==> config.mk <==
export PLATFORM = sky130hd
export DESIGN_NAME = pkg_word_streamer
export DESIGN_NICKNAME = d
export VERILOG_FILES = /design/src/rtl/pkg.sv /design/src/rtl/pkg_word_streamer.sv
export SDC_FILE = /design/constraint.sdc
export NUM_CORES = 1
export LEC_CHECK = 0
export BUFFER_PORTS_ARGS = -buffer_cell sky130_fd_sc_hd__buf_2
export CAP_MARGIN = 0
export CELL_PAD_IN_SITES_DETAIL_PLACEMENT = 0
export CELL_PAD_IN_SITES_GLOBAL_PLACEMENT = 2
export CORE_ASPECT_RATIO = 0.9
export CORE_UTILIZATION = 29
export CTS_CLUSTER_SIZE = 12
export DETAILED_ROUTE_END_ITERATION = 12
export HOLD_SLACK_MARGIN = 0.06
export PLACE_DENSITY = 0.74
export SYNTH_ARGS = -nofsm -noshare
export SYNTH_HDL_FRONTEND = slang
export SYNTH_SLANG_ARGS = --single-unit
==> constraint.sdc <==
create_clock -name clk -period 3.1 [get_ports clk]
set_clock_uncertainty 0.2 [all_clocks]
set_input_delay 0.155 -clock clk [delete_from_list [all_inputs] [get_ports clk]]
set_output_delay 0.155 -clock clk [all_outputs]
set_load 0.005 [all_outputs]
==> src/rtl/pkg.sv <==
// pkg: shared 4-bit word constants consumed by the streamer
package pkg;
  parameter logic [3:0] a = 4'd5;
  parameter logic [3:0] b = 4'd6;
  parameter logic [3:0] c = 4'd7;
  parameter logic [3:0] d = 4'd8;
endpackage

==> src/rtl/pkg_word_streamer.sv <==
// pkg_word_streamer: streams pkg::a..d over valid/ready, keeping a running sum of accepted words
module pkg_word_streamer
  import pkg::*;
#(
  parameter int WIDTH     = 4,
  parameter int NUM_WORDS = 4,
  parameter int REPEAT    = 0
) (
  input  logic             clk,
  input  logic             rst_n,
  input  logic             start,
  output logic [WIDTH-1:0] out_data,
  output logic [1:0]       out_idx,
  output logic             out_valid,
  input  logic             out_ready,
  output logic             out_last,
  output logic [WIDTH+1:0] sum,
  output logic             busy,
  output logic             done
);
  typedef enum logic [1:0] {IDLE, SEND, DONE} state_t;
  localparam logic [1:0] LAST_IDX = 2'(NUM_WORDS - 1);
  state_t           state_q, state_d;
  logic [1:0]       idx_q, idx_d;
  logic             valid_q, valid_d;
  logic [WIDTH+1:0] sum_q, sum_d;
  logic [WIDTH-1:0] word;
  logic             last;
  // word table lookup and last-word flag for the current index
  always_comb begin
    word = idx_q == 2'd0 ? WIDTH'(a) :
           idx_q == 2'd1 ? WIDTH'(b) :
           idx_q == 2'd2 ? WIDTH'(c) : WIDTH'(d);
    last = idx_q == LAST_IDX;
  end
  // burst sequencing: SEND spends one cycle raising valid, then advances one word per handshake
  always_comb begin
    state_d = state_q;
    idx_d   = idx_q;
    valid_d = valid_q;
    sum_d   = sum_q;
    case (state_q)
      IDLE: if (start) begin
        state_d = SEND;
        idx_d   = 2'd0;
        sum_d   = '0;
      end
      SEND: if (!valid_q) valid_d = 1'b1;
        else if (out_ready) begin
          sum_d = sum_q + (WIDTH+2)'(word);
          if (last) begin
            state_d = DONE;
            valid_d = 1'b0;
          end else idx_d = idx_q + 2'd1;
        end
      DONE: if (REPEAT != 0) begin
        state_d = SEND;
        idx_d   = 2'd0;
        sum_d   = '0;
      end else state_d = IDLE;
      default: state_d = IDLE;
    endcase
  end
  // state registers with asynchronous clear
  always_ff @(posedge clk or negedge rst_n) begin
    if (!rst_n) begin
      state_q <= IDLE;
      idx_q   <= 2'd0;
      valid_q <= 1'b0;
      sum_q   <= '0;
    end else begin
      state_q <= state_d;
      idx_q   <= idx_d;
      valid_q <= valid_d;
      sum_q   <= sum_d;
    end
  end
  assign out_valid = valid_q;
  assign out_data  = valid_q ? word : '0;
  assign out_idx   = idx_q;
  assign out_last  = valid_q && last;
  assign sum       = sum_q;
  assign busy      = state_q != IDLE;
  assign done      = state_q == DONE;
endmodule

# Word-level counts from Yosys, hierarchy flattened
# Cells that the tools add are included.
[word_totals] regBits=11 latch_bits=0 ramBits=0 mem_bits_ro=0 input_bits=4 out_inout_bits=16 elab_cells=45 n_memories=0
[op_classes] addsub=2 multipliers=0 div=0 magnitude_cmp=0 n_eq_ne=10 shift=0 muxes=21 bitwise_logic=0 n_reduce_logical=8
[ops] op="two-way mux 6 bit" n=3
[ops] op="two-way mux 2 bit" n=8
[ops] op="two-way mux 4 bit" n=4
[ops] op="one-hot mux 6 bit (2 select lines)" n=1
[ops] op="!= test 2 bit, second input constant" n=5
[ops] op="one-hot mux 2 bit (2 select lines)" n=2
[ops] op="AND reduction 4 bit" n=2
[ops] op="adder 6 x 4 -> 6 bit" n=1
[ops] op="== test 2 bit, second input constant" n=3
[ops] op="AND reduction 5 bit" n=1
[ops] op="== test 2 x 1 -> 1 bit, second input constant" n=2
[ops] op="zero test 2 bit" n=2
[ops] op="nonzero test 2 bit" n=2
[ops] op="two-way mux 1 bit" n=3
[ops] op="adder 2 x 1 -> 2 bit, second input constant" n=1
[ops] op="logical AND 1 bit" n=1

# Logic depth before layout (Yosys ltp)
# Gate-level depths: netlist (run 1).
[logic_depth] word_depth=8 mapped_depth=10 ltp_nobuf=10

# Worst setup path after synthesis (run 1)
# Ideal clock, no wire load.
[synth_path] path_type="register to register" from="register idx_q[0] (netlist: out_idx[0])" to="register sum_q[4] (netlist: sum[4])" setup_ns=0.079 arrival_ns=1.958 required_ns=2.821 setup_slack_ns=0.863 path_stages_with_launch=11 path_buffers=0 period_less_slack_ns=2.237 cell_sequence="dfrtp_1 -> inv_1 -> ha_1 -> or2_2 -> ha_1 -> inv_1 -> fa_1 -> nor2b_1 -> o21a_1 -> o21ai_0 -> mux2i_1"
[synth_via] elab_chain_cells=8 elab_cells_between_ends=10 classes_between="add/sub: 1; eq/ne: 2; mux: 6; reduce/logical: 1"
[synth_rtl] item="from (decl)" line_no="pkg_word_streamer.sv:24" text="logic [1:0] idx_q, idx_d;"
[synth_rtl] item="from (signal assigned)" line_no="pkg_word_streamer.sv:73" text="idx_q <= idx_d;"
[synth_rtl] item="== test 2 bit" line_no="pkg_word_streamer.sv:33" text="idx_q == 2'd2 ? WIDTH'(c) : WIDTH'(d);"
[synth_rtl] item="two-way mux 4 bit" line_no="pkg_word_streamer.sv:33"
[synth_rtl] item="two-way mux 4 bit" line_no="pkg_word_streamer.sv:32" text="idx_q == 2'd1 ? WIDTH'(b) :"
[synth_rtl] item="two-way mux 4 bit (*)" line_no="pkg_word_streamer.sv:31" text="word = idx_q == 2'd0 ? WIDTH'(a) :"
[synth_rtl] item="adder 6 x 4 -> 6 bit (*)" line_no="pkg_word_streamer.sv:50" text="sum_d = sum_q + (WIDTH+2)'(word);"
[synth_rtl] item="two-way mux 6 bit (*)" line_no="pkg_word_streamer.sv:49" text="else if (out_ready) begin"
[synth_rtl] item="two-way mux 6 bit (*)" line_no="pkg_word_streamer.sv:48" text="SEND: if (!valid_q) valid_d = 1'b1;"
[synth_rtl] item="one-hot mux 6 bit (2 select lines) (*)" line_no="pkg_word_streamer.sv:42" text="case (state_q)"
[synth_rtl] item="to (signal assigned)" line_no="pkg_word_streamer.sv:75" text="sum_q <= sum_d;"
[synth_rtl] item="to (decl)" line_no="pkg_word_streamer.sv:26" text="logic [WIDTH+1:0] sum_q, sum_d;"
# Mark *: on every way between the ends. The rest lies on a longest branch, timed or not. The select of a mux whose other input is x is not followed.
# A chain may end at the register's enable or synchronous reset.

# Worst setup path in the final report (run 1)
# Ends and elaborated chain as after synthesis.

==> results of run 1 <==
-- state kept, by name, summed over array words and instances (netlist names) --
signal     cells
out_valid      1
out_idx        2
state_q        2
sum            6
-- logic make-up (layout without fill, tap and decap cells) --
family,Yosys count,in the layout,share of synthesized area (%)
AO/OA/AOI/OAI,21,21,19.57
adder cells (fa/ha/maj),8,8,15.58
flip-flops,11,11,39.85
AND/OR/NAND/NOR,20,20,14.86
buffers and inverters,10,35,5.978
multiplexers,2,2,2.899
XOR/XNOR,1,1,1.268
-- final timing paths --
| check | from | endpoint | slack, ns |
|---|---|---|---|
| worst min-delay path | rst_n | out_idx[0] | 0.08 |
| min in group clk | sum[5] | sum[5] | 0.30 |
| worst min register to register | sum[5] | sum[5] | 0.30 |
| worst max-delay path | out_idx[0] | sum[4] | 0.66 |
| worst max register to register | out_idx[0] | sum[4] | 0.66 |
| max in group asynchronous | rst_n | sum[5] | 2.40 |
-- metal layers --
metal / up-vias / global-route usage [%]
met5: - / 0
met4: 0 / 4.737
met3: 2 / 6.542
met2: 12 / 22.25
met1: 293 / 18.53
li1: 300 / -
-- critical path, delay by kind of cell, from the launching register on --
| kind | cells | cell delay (ns) |
|---|---|---|
| buf+inv | 2 | 0.16 |
| flops | 1 | 0.43 |
| fa+ha+maj | 3 | 0.64 |
| simple gates | 2 | 0.37 |
| compound gates | 2 | 0.37 |
| mux | 1 | 0.20 |
-- cell type report --
class | instances | area (sq um) | area share [%]
repair buffers | 22 | 125.1 | 14.41
multi-input cells | 52 | 374.1 | 43.08
well taps | 27 | 33.78 | 3.890
flip-flops and latches | 11 | 275.3 | 31.70
clock buffers | 4 | 26.28 | 3.026
inverters | 9 | 33.78 | 3.890
-- cells in the final DEF, fill, tap and decap left out, types with 2 or more instances in the layout --
master / instances
a211oi_1: 2
a21oi_1: 2
a22o_1: 3
and2_1: 3
buf_2: 19
clkbuf_4: 3
dfrtp_1: 11
dlygate4sd3_1: 3
ha_1: 7
inv_1: 9
mux2i_1: 2
nand2_1: 6
nor2_1: 5
nor2b_1: 2
o21ai_0: 7
o21ai_1: 2
-- metrics by stage --
step                utilization (%)  instances
finish                        39.08        125
global route                  39.08        125
CTS                           39.08        125
detailed placement            36.54        118
global placement              36.54        118
floorplan                         -         73
-- power by group through the flow --
stage | Combinational (mW) | Clock, mW | Sequential, mW
after floorplan | 0.368 | 0 | 0.270
after global placement | 0.534 | 0 | 0.275
after detailed placement | 0.547 | 0 | 0.278
after CTS | 0.554 | 0.106 | 0.275
after global routing | 0.633 | 0.118 | 0.286
final | 0.545 | 0.103 | 0.274
==> summary.md, run 1 <==
| Metric | Value |
|---|---|
| Grt ovf | 0 |
| Post-Place Worst Slack | just under 0.7 ns |
| Die area | 2581 sq um |
| Core Region | 2222 sq um |
| Cts bufs inserted | 3 |
| Top post-synthesis cells by count | dfrtp_1, inv_1, ha_1, o21ai_0, nand2_1 |
| H-tree Lvls | 1 |
| Die Span Y | 48.30 microns |
| Switching power total | around 400 uW |
| Max incr delay on CP | 0.43 ns |
| Switching Share | approximately 43% |
| Rows | 16 |
| Sequential share of power | 29.7% |
| Ant. Diodes | 0 |
| Period utilization | 78.76% |
| Dominant synthesized flop cell | dfrtp_1 |
| Cell area after layout | 868.3 sq um |
| Synth Instances | 73 |
| Slowest CP cell | dfrtp_1 |
| Largest net degree at the start of global routing | 12 |
| Max-Cap Viols | 0 |
| Antenna Nets Post-Route | 0 |
| Post-synth top area share | between 30% and 40% |
| Flops & latches, synth | 11 |
| Starting Density | 31.08% |
| PnR Total Power | roughly 920 uW |
| Warning count from the yosys run | 0 |
| Critical Path RT | 3.10 ns |
| Initial antenna violation count | 0 |
| Die Width | between 50 and 60 microns |
| Top post-synthesis cells by area | dfrtp_1, ha_1, o21ai_0 |
| Final Slew Violations | 0 |
| Vias in the first global route | 526 |
| CP arrival | between 2 and 2.5 ns |
| Total clock sinks | 11 |
| WL met2 | ~720 microns |
| DP HPWL | 1203 microns |
| Setup bufs post-CTS | 0 |
| Final worst path period need | 2.442 ns |
| CP Cell Sequence | inv_1 > ha_1 > or2_2 > ha_1 > inv_1 > fa_1 > nor2b_1 > o21a_1 > o21ai_0 > mux2i_1 |
| Post-Syn Area | 690.7 sq um |
| # DRC | 0 |
| Cell accounting for the most synthesized area | dfrtp_1 |
| Hold slack | slightly above 0.08 ns |
| Cell Pwr Density | between 1000 and 1500 nW/um^2 |
| Resized cells post-CTS | 0 |
| Buffers on Ports | 19 |
| Top-Level Pins | 20 |
| Final net count | 111 |
| RSZ-0062 raised after global routing | no |
| Yosys cell types | 25 |
| Reg2Reg Depth | 10 |
| Aggregate routed wire length | 1576 microns |
| TNS Setup | 0 ns |
| Leakage | about 0.44 nW |
| Final Setup Violations | 0 |
| Most common cell in the netlist | dfrtp_1 |
| Run status | finished, final reports clean |
| Worst Tran Pin Value | about 0.42 ns |
| CTS Hold Buffers Added | 3 |
| First-pass GRT wire length | 2504 microns |
| Register area share after synthesis | 39.86% |
| Startpoint types | register |
| Pre-antenna DRT Iters | 2 |
| Via count | between 600 and 700 |
| Via density per instance | 4.856 |
| Ys async rst share | 100.0% |
| Mean Syn Cell Area | 9.461 sq um |
| Clock Tree Buf Depth | 2 |
| Filler instances | roughly 240 |
| Clock transition at path regs | 0.08 ns |
| PnR worst setup slack | 0.6585 ns |
| Comb power frac | 59.1% |
| Number of flops mapped to enable cells by yosys | 0 |
| WL per Instance | 12.61 microns |
| Max frequency | about 410 MHz |
| Syn-to-layout area delta | 25.72% |
| Layout cell share with drive strength beyond 1 | approximately 26% |
| Clock root buffer | clkbuf_4 |
| Worst IR Drop VDD | 0.4565 mV |
| Met3 WL post-DR | 73 microns |
| Hold Path Class | primary input to asynchronous set/reset pin |
| Area after DPL | between 800 and 900 sq um |
| Critical path class | register to register |
| Internal Power | 523.3 uW |
| Tot GR Track Use | 14.58% |
| Fin. Hold Viols | 0 |
| Syn Nets | 85 |
| CTS tree | built |
| Max_slew headroom | 71.51% |
| Clock power frac | 11.2% |
| DRT met1 WL | 768 microns |
| Highest Signal Layer | met4 |
| Worst Setup End Kind | register |
| Gpl congestion | between 0.7 and 0.8 |
| Drt first-iter violations | 10 |
| Clk_lat worst skew | 0.27 ns |
| Worst-path fanout max | 6 |
Note: power is estimated with default switching activity, not from simulation.
==> inputs of run 2 (changes only) <==
ABC_AREA = 1   (was unset)
CORE_UTILIZATION = 28   (was 29)
clock period = 2.37 ns   (was 3.1 ns; I/O delays follow)
==> summary.md, run 2 <==
| Metric | Value |
|---|---|
| RSZ-0062 raised after global routing | no |
| Top post-synthesis cells by count | nand2_1, inv_1, dfrtp_1, ha_1 |
| Layout cell share with drive strength beyond 1 | 27.97% (+2.5 points) |
| Die Span Y | 51 microns (+5.6%) |
| PnR Total Power | 1.219 mW (+32%) |
| Critical Path RT | 2.37 ns (-0.73 ns) |
| Initial antenna violation count | 0 (unchanged) |
| Via density per instance | 4.466 (-8.0%) |
| Total clock sinks | 11 (unchanged) |
| Via count | 652 (+7.4%) |
| Grt ovf | 0 (unchanged) |
| Post-synth top area share | 36.85% (-3.0 points) |
| Max-Cap Viols | 0 (unchanged) |
| Placed insts | 138 (+17%) |
| Top post-synthesis cells by area | dfrtp_1, ha_1, nand2_1 |
| Hold path depth | 2 |
| Final Slew Violations | 0 (unchanged) |
| Clock transition at path regs | 0.08 ns (about the same) |
| Buffers on Ports | 19 (unchanged) |
| Largest net degree at the start of global routing | 12 (unchanged) |
| Post-Syn Area | 747.0 sq um (+8.2%) |
| Drt first-iter violations | 30 (+20) |
| Max incr delay on CP | 0.41 ns (-0.02 ns) |
| Max frequency | 463.3 MHz (+13%) |
| First-pass GRT wire length | 2939 microns (+17%) |
| Die area | 2879 sq um (+12%) |
| Clk_lat worst skew | 0.27 ns (about the same) |
| Critical path class | register to register |
| Max reg flops | 6 (unchanged) |
| Busiest grt layer | met2 |
| Warning count from the yosys run | 0 (unchanged) |
| Worst Setup End Kind | register |
| Worst Tran Pin Value | 0.5614 ns (+0.1386 ns) |
| Most common cell in the netlist | nand2_1 |
| Top-Level Pins | 20 (unchanged) |
| Post-Place Worst Slack | 0.2120 ns (-0.4736 ns) |
| CTS tree | built |
| Run status | finished, final reports clean |
| Cell Pwr Density | 1295 nW/um^2 (+22%) |
| Aggregate routed wire length | 1680 microns (+6.6%) |
| Synth Instances | 92 (+26%) |
| Cell accounting for the most synthesized area | dfrtp_1 |
| Area after DPL | 869.6 sq um (+7.1%) |
| Filler instances | 273 (+15%) |
| Met2 Use GR | 22.35% (+0.10 points) |
| # DRC | 0 (unchanged) |
| Cell area after layout | 940.9 sq um (+8.4%) |
| Register area share after synthesis | 36.85% (-3.0 points) |
| WL per Instance | 11.51 microns (-8.7%) |
| CP arrival | 2.16 ns (-0.28 ns) |
| Fin. Hold Viols | 0 (unchanged) |
| Hold Path Class | register to register |
| Flops & latches, synth | 11 (unchanged) |
| Slowest CP cell | fa_1 |
| Leakage | 0.5263 nW (+20%) |
| Worst-path fanout max | 4 (-2) |
| Clock root buffer | clkbuf_4 |
| GR met3 Demand/Resource | 5.316% (-1.2 points) |
| Syn Nets | 104 (+22%) |
| Cts bufs inserted | 3 (unchanged) |
| Yosys cell types | 23 (-8.0%) |
| Clock Tree Buf Depth | 2 (unchanged) |
| Dominant synthesized flop cell | dfrtp_1 |
| Ant. Diodes | 0 (unchanged) |
| Non-filler cells, final | 146 (+17%) |
| Final worst path period need | 2.158 ns (-0.2831 ns) |
| Rows | 17 (+1) |
| Vias in the first global route | 637 (+21%) |
| Worst R2R Setup Slack | 0.21 ns (-0.45 ns) |
| DP HPWL | 1268 microns (+5.5%) |
| Mean Syn Cell Area | 8.119 sq um (-14%) |
| Startpoint types | register |
| Final Setup Violations | 0 (unchanged) |
| Period utilization | 91.07% (+12 points) |
| Syn-to-layout area delta | 25.96% |
| Starting Density | 30.02% (-1.1 points) |
| Antenna Nets Post-Route | 0 (unchanged) |
| Ys async rst share | 100.0% (unchanged) |
| Commonest non-fill, non-tap cell in the layout | buf_2 |
| CP Cell Sequence | inv_1 > ha_1 > inv_1 > nand2_1 > ha_1 > inv_1 > fa_1 > nor3_2 > o21ai_2 > nand2_1 > nand2_1 > nor2_1 |
| Routing usage on met1 | 17.19% (-1.3 points) |
| Pre-antenna DRT Iters | 4 (+2) |
| Number of flops mapped to enable cells by yosys | 0 (unchanged) |
| Final net count | 131 (+18%) |
| Core Region | 2489 sq um (+12%) |
| TNS Setup | 0 ns (unchanged) |
| Tot GR Track Use | 13.80% (-0.78 points) |
| Worst IR Drop VDD | 0.6103 mV (+34%) |
| Max_slew headroom | 62.45% (-9.1 points) |
| PnR worst setup slack | 0.2116 ns (-0.4469 ns) |
| Reg2Reg Depth | 12 (+2) |
| Gpl congestion | 0.7401 (-1.0%) |
| Die Width | 56.45 microns (+5.6%) |
| H-tree Lvls | 1 (unchanged) |
| Most frequent cells in the layout | buf_2, nand2_1, inv_1, dfrtp_1, ha_1 |
==> run 2: final timing paths <==
check	start	to
max in group asynchronous	rst_n	sum[4]
worst min-delay path	sum[5]	sum[5]
worst max register to register	out_idx[0]	sum[4]
worst max-delay path	out_idx[0]	sum[4]
min in group asynchronous	rst_n	sum[1]
worst min register to register	sum[5]	sum[5]
==> run 2: worst max-delay path, delay by kind of cell (launching register included) <==
family,cells,cell delay (ns)
compound gates,1,0.07
buf+inv,3,0.22
flops,1,0.40
fa+ha+maj,3,0.74
simple gates,5,0.47
==> run 2: layout make-up <==
cell class | instances | area, sq um | area share, %
Tap cell | 28 | 35.03 | 3.723
Sequential cell | 11 | 275.3 | 29.26
Multi-Input combinational cell | 59 | 387.9 | 41.22
Timing Repair Buffer | 23 | 135.1 | 14.36
Inverter | 21 | 81.33 | 8.644
Clock buffer | 4 | 26.28 | 2.793
==> run 2: per-layer routing <==
layer | vias to the layer above | routed length, microns
met5 | - | 0
met4 | 0 | 13
met3 | 2 | 79
met2 | 16 | 710
met1 | 291 | 877
li1 | 343 | -
==> run 2: metrics by stage <==
step	utilization, %	hold WS (ns)
2_1_floorplan	-	-0.3771
3_3_place_gp	34.94	-0.1841
3_5_place_dp	34.94	-0.1876
4_1_cts	37.61	0.3580
5_1_grt	37.81	0.3909
6_report	37.81	0.3539
==> run 2: power breakdown <==
| part | leakage, nW | internal, mW | switching, mW |
|---|---|---|---|
| registers | 0.135 | 0.261 | 0.0563 |
| logic | 0.377 | 0.317 | 0.450 |
| clock network | 0.0150 | 0.0652 | 0.0688 |
==> run 2: what timing repair did <==
action | 4_1_cts | 5_1_grt
setup buffers | 0 | 0
endpoints found under the setup margin | 0 | 1
hold buffers | 4 | 0
gates resized for setup | 0 | 1
hold endpoints to repair | 15 | 0
==> run 2: cells by family (layout without fill, tap and decap cells) <==
| kind of cell | count (synthesis) | in the layout | share of synthesized area (%) |
|---|---|---|---|
| flip-flops | 11 | 11 | 36.85 |
| AO/OA/AOI/OAI | 14 | 14 | 10.89 |
| XOR/XNOR | 1 | 1 | 1.173 |
| buffers and inverters | 22 | 48 | 11.89 |
| AND/OR/NAND/NOR | 36 | 36 | 24.79 |
| adder cells (fa/ha/maj) | 8 | 8 | 14.40 |
